===== src/rtl/sbus_arb.sv =====
// Two-requester SBUS arbiter: grants the bus, issues START/RQ/ADR, counts ACKN and
// DATA_VALID strobes, and returns read words, DONE or a timeout NXM. Bit [0] of the
// PDP-10 style fields [0:35]/[12:35] is the MSB here, so ADR[34:35] is ADR[1:0].
module sbus_arb #(
  parameter int unsigned TIMEOUT = 31
) (
  input  logic        CLK,
  input  logic        CROBAR_N,
  input  logic [1:0]  REQ,
  input  logic [3:0]  REQ_RQ0,
  input  logic [3:0]  REQ_RQ1,
  input  logic [23:0] REQ_ADR0,
  input  logic [23:0] REQ_ADR1,
  output logic [1:0]  GNT,
  output logic [1:0]  DONE,
  output logic [1:0]  NXM,
  output logic [1:0]  RD_VALID,
  output logic [35:0] RD_DATA,
  output logic [1:0]  RD_WO,
  output logic        PAR_ERR,
  output logic        START,
  output logic [3:0]  RQ,
  output logic [23:0] ADR,
  input  logic        ACKN,
  input  logic        DATA_VALID,
  input  logic [35:0] D,
  input  logic        DATA_PAR
);

  localparam int unsigned CW = $clog2(TIMEOUT + 1);
  // The START cycle is the first silent cycle, so NXM lands TIMEOUT cycles after START.
  localparam logic [CW-1:0] TO_LAST = CW'(TIMEOUT - 2);

  typedef enum logic [1:0] {
    S_IDLE   = 2'd0,
    S_START  = 2'd1,
    S_XFER   = 2'd2,
    S_FINISH = 2'd3
  } state_t;

  state_t        state_q, state_d;
  logic          win_q, win_d;
  logic          last_q, last_d;
  logic [2:0]    ack_left_q, ack_left_d;
  logic [2:0]    words_left_q, words_left_d;
  logic [1:0]    wo_q, wo_d;
  logic [CW-1:0] cnt_q, cnt_d;

  logic [1:0]    gnt_q, gnt_d;
  logic [1:0]    done_q, done_d;
  logic [1:0]    nxm_q, nxm_d;
  logic [1:0]    rd_valid_q, rd_valid_d;
  logic [35:0]   rd_data_q, rd_data_d;
  logic [1:0]    rd_wo_q, rd_wo_d;
  logic          par_err_q, par_err_d;
  logic          start_q, start_d;
  logic [3:0]    rq_q, rq_d;
  logic [23:0]   adr_q, adr_d;

  logic          pick;
  logic [3:0]    sel_rq;
  logic [23:0]   sel_adr;
  logic [1:0]    win_oh;
  logic          ack_hit;
  logic          data_hit;

  function automatic logic [2:0] pop4(input logic [3:0] m);
    return 3'(m[0]) + 3'(m[1]) + 3'(m[2]) + 3'(m[3]);
  endfunction

  always_comb begin
    state_d      = state_q;
    win_d        = win_q;
    last_d       = last_q;
    ack_left_d   = ack_left_q;
    words_left_d = words_left_q;
    wo_d         = wo_q;
    cnt_d        = cnt_q;
    gnt_d        = gnt_q;
    done_d       = 2'b00;
    nxm_d        = 2'b00;
    rd_valid_d   = 2'b00;
    rd_data_d    = rd_data_q;
    rd_wo_d      = rd_wo_q;
    par_err_d    = 1'b0;
    start_d      = 1'b0;
    rq_d         = rq_q;
    adr_d        = adr_q;
    pick         = 1'b0;
    sel_rq       = REQ_RQ0;
    sel_adr      = REQ_ADR0;
    win_oh       = win_q ? 2'b10 : 2'b01;
    ack_hit      = 1'b0;
    data_hit     = 1'b0;

    case (state_q)
      S_IDLE: begin
        gnt_d = 2'b00;
        if (|REQ) begin
          // On a tie the requester not served last wins.
          pick         = (REQ == 2'b11) ? ~last_q : REQ[1];
          sel_rq       = pick ? REQ_RQ1 : REQ_RQ0;
          sel_adr      = pick ? REQ_ADR1 : REQ_ADR0;
          win_d        = pick;
          last_d       = pick;
          rq_d         = sel_rq;
          adr_d        = sel_adr;
          ack_left_d   = pop4(sel_rq);
          words_left_d = pop4(sel_rq);
          wo_d         = sel_adr[1:0];
          gnt_d        = pick ? 2'b10 : 2'b01;
          if (sel_rq == 4'b0000) begin
            done_d  = pick ? 2'b10 : 2'b01;
            state_d = S_FINISH;
          end else begin
            start_d = 1'b1;
            state_d = S_START;
          end
        end
      end
      S_START: begin
        cnt_d   = '0;
        state_d = S_XFER;
      end
      S_XFER: begin
        ack_hit  = ACKN && (ack_left_q != 3'd0);
        data_hit = DATA_VALID && (words_left_q != 3'd0);
        if (ack_hit) ack_left_d = ack_left_q - 3'd1;
        if (data_hit) begin
          words_left_d = words_left_q - 3'd1;
          rd_valid_d   = win_oh;
          rd_data_d    = D;
          rd_wo_d      = wo_q;
          wo_d         = wo_q + 2'd1;
          par_err_d    = ~^{D, DATA_PAR};
        end
        if (ack_left_d == 3'd0 && words_left_d == 3'd0) begin
          done_d  = win_oh;
          state_d = S_FINISH;
        end else if (ACKN || DATA_VALID) begin
          cnt_d = '0;
        end else if (cnt_q == TO_LAST) begin
          nxm_d   = win_oh;
          gnt_d   = 2'b00;
          state_d = S_FINISH;
        end else begin
          cnt_d = cnt_q + CW'(1);
        end
      end
      S_FINISH: begin
        // Terminal cycle of every transaction; REQ is not sampled here, giving the dead cycle.
        gnt_d   = 2'b00;
        state_d = S_IDLE;
      end
      default: state_d = S_IDLE;
    endcase
  end

  always_ff @(posedge CLK or negedge CROBAR_N) begin
    if (!CROBAR_N) begin
      state_q      <= S_IDLE;
      win_q        <= 1'b0;
      last_q       <= 1'b1;
      ack_left_q   <= 3'd0;
      words_left_q <= 3'd0;
      wo_q         <= 2'd0;
      cnt_q        <= '0;
      gnt_q        <= 2'b00;
      done_q       <= 2'b00;
      nxm_q        <= 2'b00;
      rd_valid_q   <= 2'b00;
      rd_data_q    <= 36'd0;
      rd_wo_q      <= 2'd0;
      par_err_q    <= 1'b0;
      start_q      <= 1'b0;
      rq_q         <= 4'd0;
      adr_q        <= 24'd0;
    end else begin
      state_q      <= state_d;
      win_q        <= win_d;
      last_q       <= last_d;
      ack_left_q   <= ack_left_d;
      words_left_q <= words_left_d;
      wo_q         <= wo_d;
      cnt_q        <= cnt_d;
      gnt_q        <= gnt_d;
      done_q       <= done_d;
      nxm_q        <= nxm_d;
      rd_valid_q   <= rd_valid_d;
      rd_data_q    <= rd_data_d;
      rd_wo_q      <= rd_wo_d;
      par_err_q    <= par_err_d;
      start_q      <= start_d;
      rq_q         <= rq_d;
      adr_q        <= adr_d;
    end
  end

  assign GNT      = gnt_q;
  assign DONE     = done_q;
  assign NXM      = nxm_q;
  assign RD_VALID = rd_valid_q;
  assign RD_DATA  = rd_data_q;
  assign RD_WO    = rd_wo_q;
  assign PAR_ERR  = par_err_q;
  assign START    = start_q;
  assign RQ       = rq_q;
  assign ADR      = adr_q;

endmodule


===== config.mk =====
export PLATFORM = sky130hd
export DESIGN_NAME = sbus_arb
export DESIGN_NICKNAME = d
export VERILOG_FILES = /design/src/rtl/sbus_arb.sv
export SDC_FILE = /design/constraint.sdc
export NUM_CORES = 1
export LEC_CHECK = 0
export BUFFER_PORTS_ARGS = -buffer_cell sky130_fd_sc_hd__buf_2
export CELL_PAD_IN_SITES_DETAIL_PLACEMENT = 1
export CELL_PAD_IN_SITES_GLOBAL_PLACEMENT = 1
export CORE_ASPECT_RATIO = 1.2
export CORE_MARGIN = 4
export CORE_UTILIZATION = 35
export CTS_BUF_LIST = sky130_fd_sc_hd__clkbuf_4 sky130_fd_sc_hd__clkbuf_8
export CTS_CLUSTER_DIAMETER = 100
export DETAILED_ROUTE_END_ITERATION = 7
export PLACE_DENSITY = 0.81
export SLEW_MARGIN = 20
export SYNTH_ARGS = -nofsm -noshare
export SYNTH_HDL_FRONTEND = slang
export SYNTH_SLANG_ARGS = --single-unit

===== constraint.sdc =====
create_clock -name CLK -period 2.56 [get_ports CLK]
set_input_delay 0.128 -clock CLK [delete_from_list [all_inputs] [get_ports CLK]]
set_output_delay 0.128 -clock CLK [all_outputs]
set_load 0.01 [all_outputs]

After elaboration in Yosys (flattened, before gate mapping). Cells that the tools add are included.

Flip-flop bits (word level): 93. Input bits: 99. Output and inout port bits: 76. Word-level logic and storage cells: 105.

Add/subtract/negate cells: 7. Eq/ne operators: 13. Mux-type cells: 45. Bitwise gates (word level): 1. Reductions and logical operators: 22.

Operators by type and width (number): $mux W2 (22); $reduce_xnor A37 Y1 (1); $mux W24 (1); $mux W3 (5); $mux W5 (3); $pmux W3 S2 (2); $ne A2 B2 Y1 const B (5); $pmux W5 S2 (1); $ne A3 B3 Y1 const B (3); $reduce_and A3 Y1 (3); $reduce_bool A3 Y1 (3); $pmux W2 S2 (2); $pmux W2 S4 (1); $eq A2 B2 Y1 const B (3); $logic_not A3 Y1 (2); $mux W1 (6); $pmux W2 S3 (1); $reduce_and A2 Y1 (3); $sub A3 B1 Y3 const B (2); $add A5 B1 Y5 const B (1); $eq A5 B5 Y1 const B (1); $logic_not A4 Y1 (1); $mux W4 (1); $reduce_and A4 Y1 (1); 11 further kinds (14).

Depth between registers and ports, before layout. Gate-level depths: netlist of run 1.

Depth after elaboration: 8. Mapped depth: 10. Gate-level depth less buffers: 9.

Least setup slack after synthesis of run 1. No wires, ideal clock.

Path kind: register -> register. Start: reg last_q. End: reg ack_left_q[1]. Library setup time: 0.121 ns. Arrival: 2.544 ns. Required time: 2.439 ns. Path slack: -0.105 ns. Stages on the path, launching flop included: 10. Path buffers: 1. Clock period less this slack: 2.665 ns. Cells stage by stage: dfstp_2 a21boi_1 buf_4 mux2_2 fa_1 ha_1 ha_1 nor2_1 a31oi_1 o22a_1.

Cells in the longest elaborated chain, start to end: 8.

Ends and longest elaborated chain: from (decl) (line 43) `logic last_q, last_d;`; from (signal assigned) (line 181) `last_q <= last_d;`; $not A1 Y1 (*) (line 101) `pick = (REQ == 2'b11) ? ~last_q : REQ[1];`; $mux W1 (*) (line 101); $mux W4 (*) (line 102) `sel_rq = pick ? REQ_RQ1 : REQ_RQ0;`; $add A1 B1 Y2 (line 68) `return 3'(m[0]) + 3'(m[1]) + 3'(m[2]) + 3'(m[3]);`; $add A2 B1 Y3 (line 68); $add A3 B1 Y3 (*) (line 68); $mux W3 (*) (line 99) `if (|REQ) begin`; $pmux W3 S2 (*) (line 96) `case (state_q)`; to (signal assigned) (line 182) `ack_left_q <= ack_left_d;`; to (decl) (line 44) `logic [2:0] ack_left_q, ack_left_d;`.

Every way passes the cells marked *; elsewhere a longest branch is shown, timed or not. The select of a mux whose other input is x is not followed. A chain may end at the register's enable or synchronous reset.

Final worst setup path of run 1. Same ends and word-level chain as after synthesis.

==> flow_summary.json, run 1 <==
{
  "outcome": "completed",
  "netlist_instances": 409,
  "ir_worst_vdd_uv": 411,
  "path_clk_slew_ns": 0.09,
  "combPwrFrac_pct": 47.1,
  "finalCriticalPeriod_ns": 2.43,
  "numCtsBuffers": 9,
  "synth_area_mm2": 0.00461,
  "rows": 45,
  "fmax_ghz": 0.411,
  "setup-tns-final_ns": 0,
  "grt.overflow.total": 0,
  "slew_headroom_pct": 38.2,
  "p_leak_nw": 3.00,
  "die_y_um": 134,
  "core_area_mm2": 0.0128,
  "final_cell_mix": "buf_2, dfrtp_1, nand2_1",
  "antenna_found_initial": 0,
  "dp_cells": 739,
  "grt_use_total_pct": 17.5,
  "worstSetupEndpointType": "register",
  "grt_pass1_wl_um": 21100,
  "utilization_pct": 46.9,
  "dieArea_mm2": 0.0151,
  "final-hold-violation-count": 0,
  "ys_ff_latch": 93,
  "cts.htree.levels": 3,
  "drtIter0Drc": 139,
  "cts_root_buf": "clkbuf_8",
  "fin_hold_ws_ns": 0.0382,
  "hold_class": "in -> reg",
  "drt_wl_total_um": 13300,
  "cts_tree": "done",
  "first_pass_iters": 4,
  "start_util_pct": 36.0,
  "yosysTopAreaCellShare_pct": 50.0,
  "period_share_pct": 95.0,
  "critPathKind": "reg -> reg",
  "clkLatencyLatePin_ns": 0.35,
  "fin_cells": 758,
  "p_per_area_mw_per_mm2": 1110,
  "io_pins": 175,
  "p_switching_mw": 2.57,
  "final_common_cell": "buf_2",
  "worst_pin_slew_ns": 0.926,
  "vias_per_cell": 4.95,
  "cts_buffer_depth": 2,
  "ys_types": 44,
  "crit_slowest_cell": "fa_1",
  "layout-drive-gt1-share_pct": 43.3,
  "swShare_pct": 38.7,
  "grt_pass1_vias": 4169,
  "clock_sinks": 93,
  "post-synth-top-area-cell": "dfrtp_1",
  "cp.required_ns": 2.81,
  "synthToLayoutAreaGrowth_pct": 30.1,
  "route.vias.total": 3752,
  "ys_seq_area_share_pct": 50.5,
  "io_buffers": 174,
  "grt_max_degree": 73,
  "hpwl_um": 10400,
  "drcViolationCount": 0,
  "cp_cell_sequence": "a21boi_4 > mux2_4 > fa_1 > ha_1 > ha_4 > nor2_1 > a31oi_1 > o22a_1",
  "p_int_mw": 4.07,
  "drv_slew": 0,
  "nets": 704,
  "path_max_fanout": 6,
  "grt_setup_unrepaired": "false",
  "total_power_mw": 6.64,
  "antenna_left": 0,
  "synth_fp_nets": 522,
  "syn_area_per_cell_um2": 11.3,
  "startpoint_type": "register",
  "synth_area_leaders": "dfrtp_1, mux2_2, mux2i_1",
  "die_w_um": 113,
  "worstPathArrival_ns": 2.68,
  "seqPwrFrac_pct": 38.0,
  "crit_path_max_incr_delay_ns": 0.54,
  "setup_viol": 0,
  "wl_per_cell_um": 17.5,
  "cap_viol_max_count": 0,
  "pwr-share-clk_pct": 14.9,
  "fin_skew_ns": 0.0103,
  "antenna_cells": 0,
  "gp_congestion": 0.897,
  "yosys_warnings": 0
}
-- logic make-up (layout without fill, tap and decap cells) --
group                      Yosys count  in the layout  share of synthesized area [%]
xor gates and xnor gates            31             31                           7.09
and+or+nand+nor                     92             92                           8.85
adders and majority gates           14             14                           3.97
buffers and inverters               36            221                           3.20
muxes                               71             71                           16.9
DFF                                 93             93                           50.5
AOI/OAI and AO/OA                   72             72                           9.48
-- per-layer routing --
metal | routed length, um | share of wire (%) | track usage (%)
met1 | 5310 | 40 | 19.7
met2 | 6910 | 52 | 32.7
met3 | 794 | 6.0 | 3.82
met4 | 253 | 1.9 | 5.21
met5 | 0 | 0 | 0
-- synth_stat cells, drive strengths merged --
master and instances:
dfrtp 92, mux2 44, nand2 43, o21ai 35
mux2i 27, xnor2 24, nor2 19, inv 18
ha 13, nand3 13, a21oi 11, clkbuf 10
buf 8, o22ai 5, a31oi 4, xnor3 4
a22o 3, nand4 3, o21a 3, or3 3
xor2 3, a21o 2, and2b 2, and3 2
nor2b 2, nor3 2, o211ai 2, o22a 2
a211oi 1, a21bo 1, a21boi 1, a31o 1
dfstp 1, fa 1, nand2b 1, nor3b 1
nor4b 1, o2bb2ai 1
-- path summary, 6_finish.rpt --
kind                            depth (start not counted)  startpoint             to  slack (ns)
worst max-delay path                                    8      last_q  ack_left_q[1]        0.13
worst min-delay path                                    2        D[0]     RD_DATA[0]        0.04
worst max register to register                          8      last_q  ack_left_q[1]        0.13
worst min register to register                          2      ADR[8]         ADR[8]        0.48
max in group asynchronous                               3    CROBAR_N         ADR[3]        1.35
min in group asynchronous                               2    CROBAR_N    RD_DATA[17]        0.45
-- critical path: cells and delay by family, from the launching register on --
family | cells | cell delay [ns]
and+or+nand+nor | 1 | 0.08
DFF | 1 | 0.41
adders and majority gates | 3 | 0.96
AOI/OAI and AO/OA | 3 | 0.53
muxes | 1 | 0.35
-- area by class of cell --
type | instances | area (um2)
Multi-Input combinational cell | 280 | 2180
Fill cell | 1504 | 6790
Timing Repair Buffer | 189 | 1020
Clock inverter | 3 | 47.5
Clock buffer | 11 | 145
Inverter | 18 | 67.6
Sequential cell | 93 | 2330
Tap cell | 164 | 205
-- registers in the layout, summed over array words and instances, names as in the netlist, 3 cells and up --
register / cells
cnt_q: 5
RD_DATA: 36
ack_left_q: 3
words_left_q: 3
ADR: 24
RQ: 4
-- power by group through the flow --
stage               clock (mW)  combinational [mW]  sequential, mW
finish                   0.988                3.13            2.52
global route              1.09                3.45            2.61
CTS                       1.03                3.10            2.53
detailed placement           0                3.09            2.56
global placement             0                2.95            2.50
floorplan                    0                1.63            2.76
-- what timing repair did --
item	4_1_cts	5_1_grt
setup endpoints to repair	0	1
resized for setup	0	5
hold buffers	1	0
buffers inserted	0	3
endpoints found under the hold margin	69	0
-- per-stage QoR --
step,area [um2],worst slack [ns]
final,6000,0.128
after global routing,6000,0.0000999
after CTS,5920,0.0311
after detailed placement,5720,0.0441
after global placement,5720,0.0980
after floorplan,4610,0.00251
Note: power is estimated with default switching activity, not from simulation.
==> run 2: changes to the inputs <==
Settings changed: CELL_PAD_IN_SITES_GLOBAL_PLACEMENT 1 to 2, CORE_UTILIZATION 35 to 28, CTS_CLUSTER_SIZE from default to 40, PLACE_DENSITY 0.81 to 0.8, RECOVER_POWER from default to 50.
==> flow_summary.json, run 2 (synthesized netlist as in run 1, its figures left out) <==
{
  "cts_buffer_depth": 2,
  "nets": 724,
  "antenna_left": 0,
  "cap_viol_max_count": 0,
  "cp.required_ns": 2.82,
  "gp_congestion": 0.792,
  "final-hold-violation-count": 0,
  "worstPathArrival_ns": 2.68,
  "grt_setup_unrepaired": "false",
  "fin_hold_ws_ns": 0.0234,
  "p_per_area_mw_per_mm2": 1060,
  "drv_slew": 0,
  "slew_headroom_pct": 17.8,
  "cts.htree.levels": 3,
  "layout-drive-gt1-share_pct": 29.7,
  "clkLatencyLatePin_ns": 0.37,
  "outcome": "completed",
  "grt.overflow.total": 0,
  "path_max_fanout": 6,
  "core_area_mm2": 0.0162,
  "hold_class": "in -> reg",
  "drcViolationCount": 0,
  "setup_viol": 0,
  "io_pins": 175,
  "antenna_cells": 0,
  "r2r_slack_ns": 0.15,
  "cts_root_buf": "clkbuf_8",
  "startpoint": "last_q",
  "drtIter0Drc": 147,
  "grt_use_total_pct": 14.3,
  "timing.rr.start": "last_q",
  "setup-tns-final_ns": 0,
  "grt_max_degree": 57,
  "clock_sinks": 93,
  "route.vias.total": 3771,
  "start_util_pct": 28.4,
  "startpoint_type": "register",
  "fmax_ghz": 0.415,
  "dieArea_mm2": 0.0186,
  "synthToLayoutAreaGrowth_pct": 34.1,
  "worst_pin_slew_ns": 1.23,
  "die_w_um": 125,
  "finalCriticalPeriod_ns": 2.41,
  "crit_end": "ack_left_q[1]",
  "r2r_end": "ack_left_q[1]",
  "drt_wl_total_um": 13500,
  "critPathKind": "reg -> reg",
  "path_clk_slew_ns": 0.09,
  "first_pass_iters": 4,
  "grt_pass1_wl_um": 21600,
  "numCtsBuffers": 9,
  "vias_per_cell": 4.55,
  "final_common_cell": "buf_2",
  "io_buffers": 174,
  "r2r_cells": 9,
  "hpwl_um": 10400,
  "rows": 51,
  "die_y_um": 149,
  "worstSetupEndpointType": "register",
  "ir_worst_vdd_uv": 477,
  "antenna_found_initial": 0,
  "cts_tree": "done",
  "p_leak_nw": 2.85,
  "final_cell_mix": "buf_2, dfrtp_1, clkbuf_1",
  "fillers": 1893,
  "grt_pass1_vias": 4231,
  "fin_skew_ns": 0.00836,
  "largest_reg_flops": 36,
  "period_share_pct": 94.2,
  "wl_per_cell_um": 16.3
}
## run 2: repair_timing
item	4_1_cts	5_1_grt
hold endpoints to repair	72	0
hold buffers	24	0
gates resized for setup	0	5
buffers inserted	0	1
endpoints found under the setup margin	0	1
## run 2: how the worst min path moves through the flow
stage               startpoint           to  slack, ns  cells past startpoint
finish                   D[35]  RD_DATA[35]       0.02                      2
global route             D[24]  RD_DATA[24]      0.005                      2
CTS                      D[33]  RD_DATA[33]     0.0004                      2
detailed placement    CROBAR_N      ADR[16]       0.20                      1
global placement      CROBAR_N      ADR[16]       0.18                      1
floorplan             CROBAR_N       ADR[0]      -0.17                      0
## run 2: per-layer routing
layer / GRT usage, % / wire length [um] / vias to the layer above
met5: 0 / 0 / -
met1: 16.1 / 5430 / 1833
met2: 26.8 / 7110 / 106
li1: - / - / 1811
met3: 2.73 / 653 / 21
met4: 5.42 / 276 / 0
## run 2: layout make-up
class / count / area (um2) / share of cell area [%]
clock inverter: 6 / 71.3 / 1.15
tap: 212 / 265 / 4.29
timing repair buffer: 209 / 1130 / 18.3
sequential: 93 / 2330 / 37.7
inverter: 18 / 67.6 / 1.09
clock buffer: 10 / 131 / 2.13
multi-input combinational: 280 / 2180 / 35.3
## run 2: through the flow
stage / utilization, % / power, mW / worst slack [ns] / instances / instance area (um2)
CTS: 38.4 / 6.74 / 0.0502 / 826 / 6230
global route: 38.1 / 7.11 / 0.0148 / 828 / 6180
detailed placement: 35.7 / 5.67 / 0.0639 / 786 / 5780
finish: 38.1 / 6.57 / 0.149 / 828 / 6180
global placement: 35.7 / 5.51 / 0.131 / 786 / 5780
floorplan: - / 4.39 / 0.00251 / 409 / 4610
## run 2: report_power, final
part	switching (mW)	internal, mW
clock	0.545	0.473
sequential	0.389	2.13
combinational	1.69	1.34
## run 2: worst max-delay path: stages, from the launching register on
cell and delay (ns):
dfstp_2 0.39, a21boi_4 0.25, mux2i_2 0.28, inv_1 0.09, fa_1 0.55, ha_2 0.20, ha_4 0.20, nor2_1 0.10
a31oi_1 0.05, o22a_1 0.19
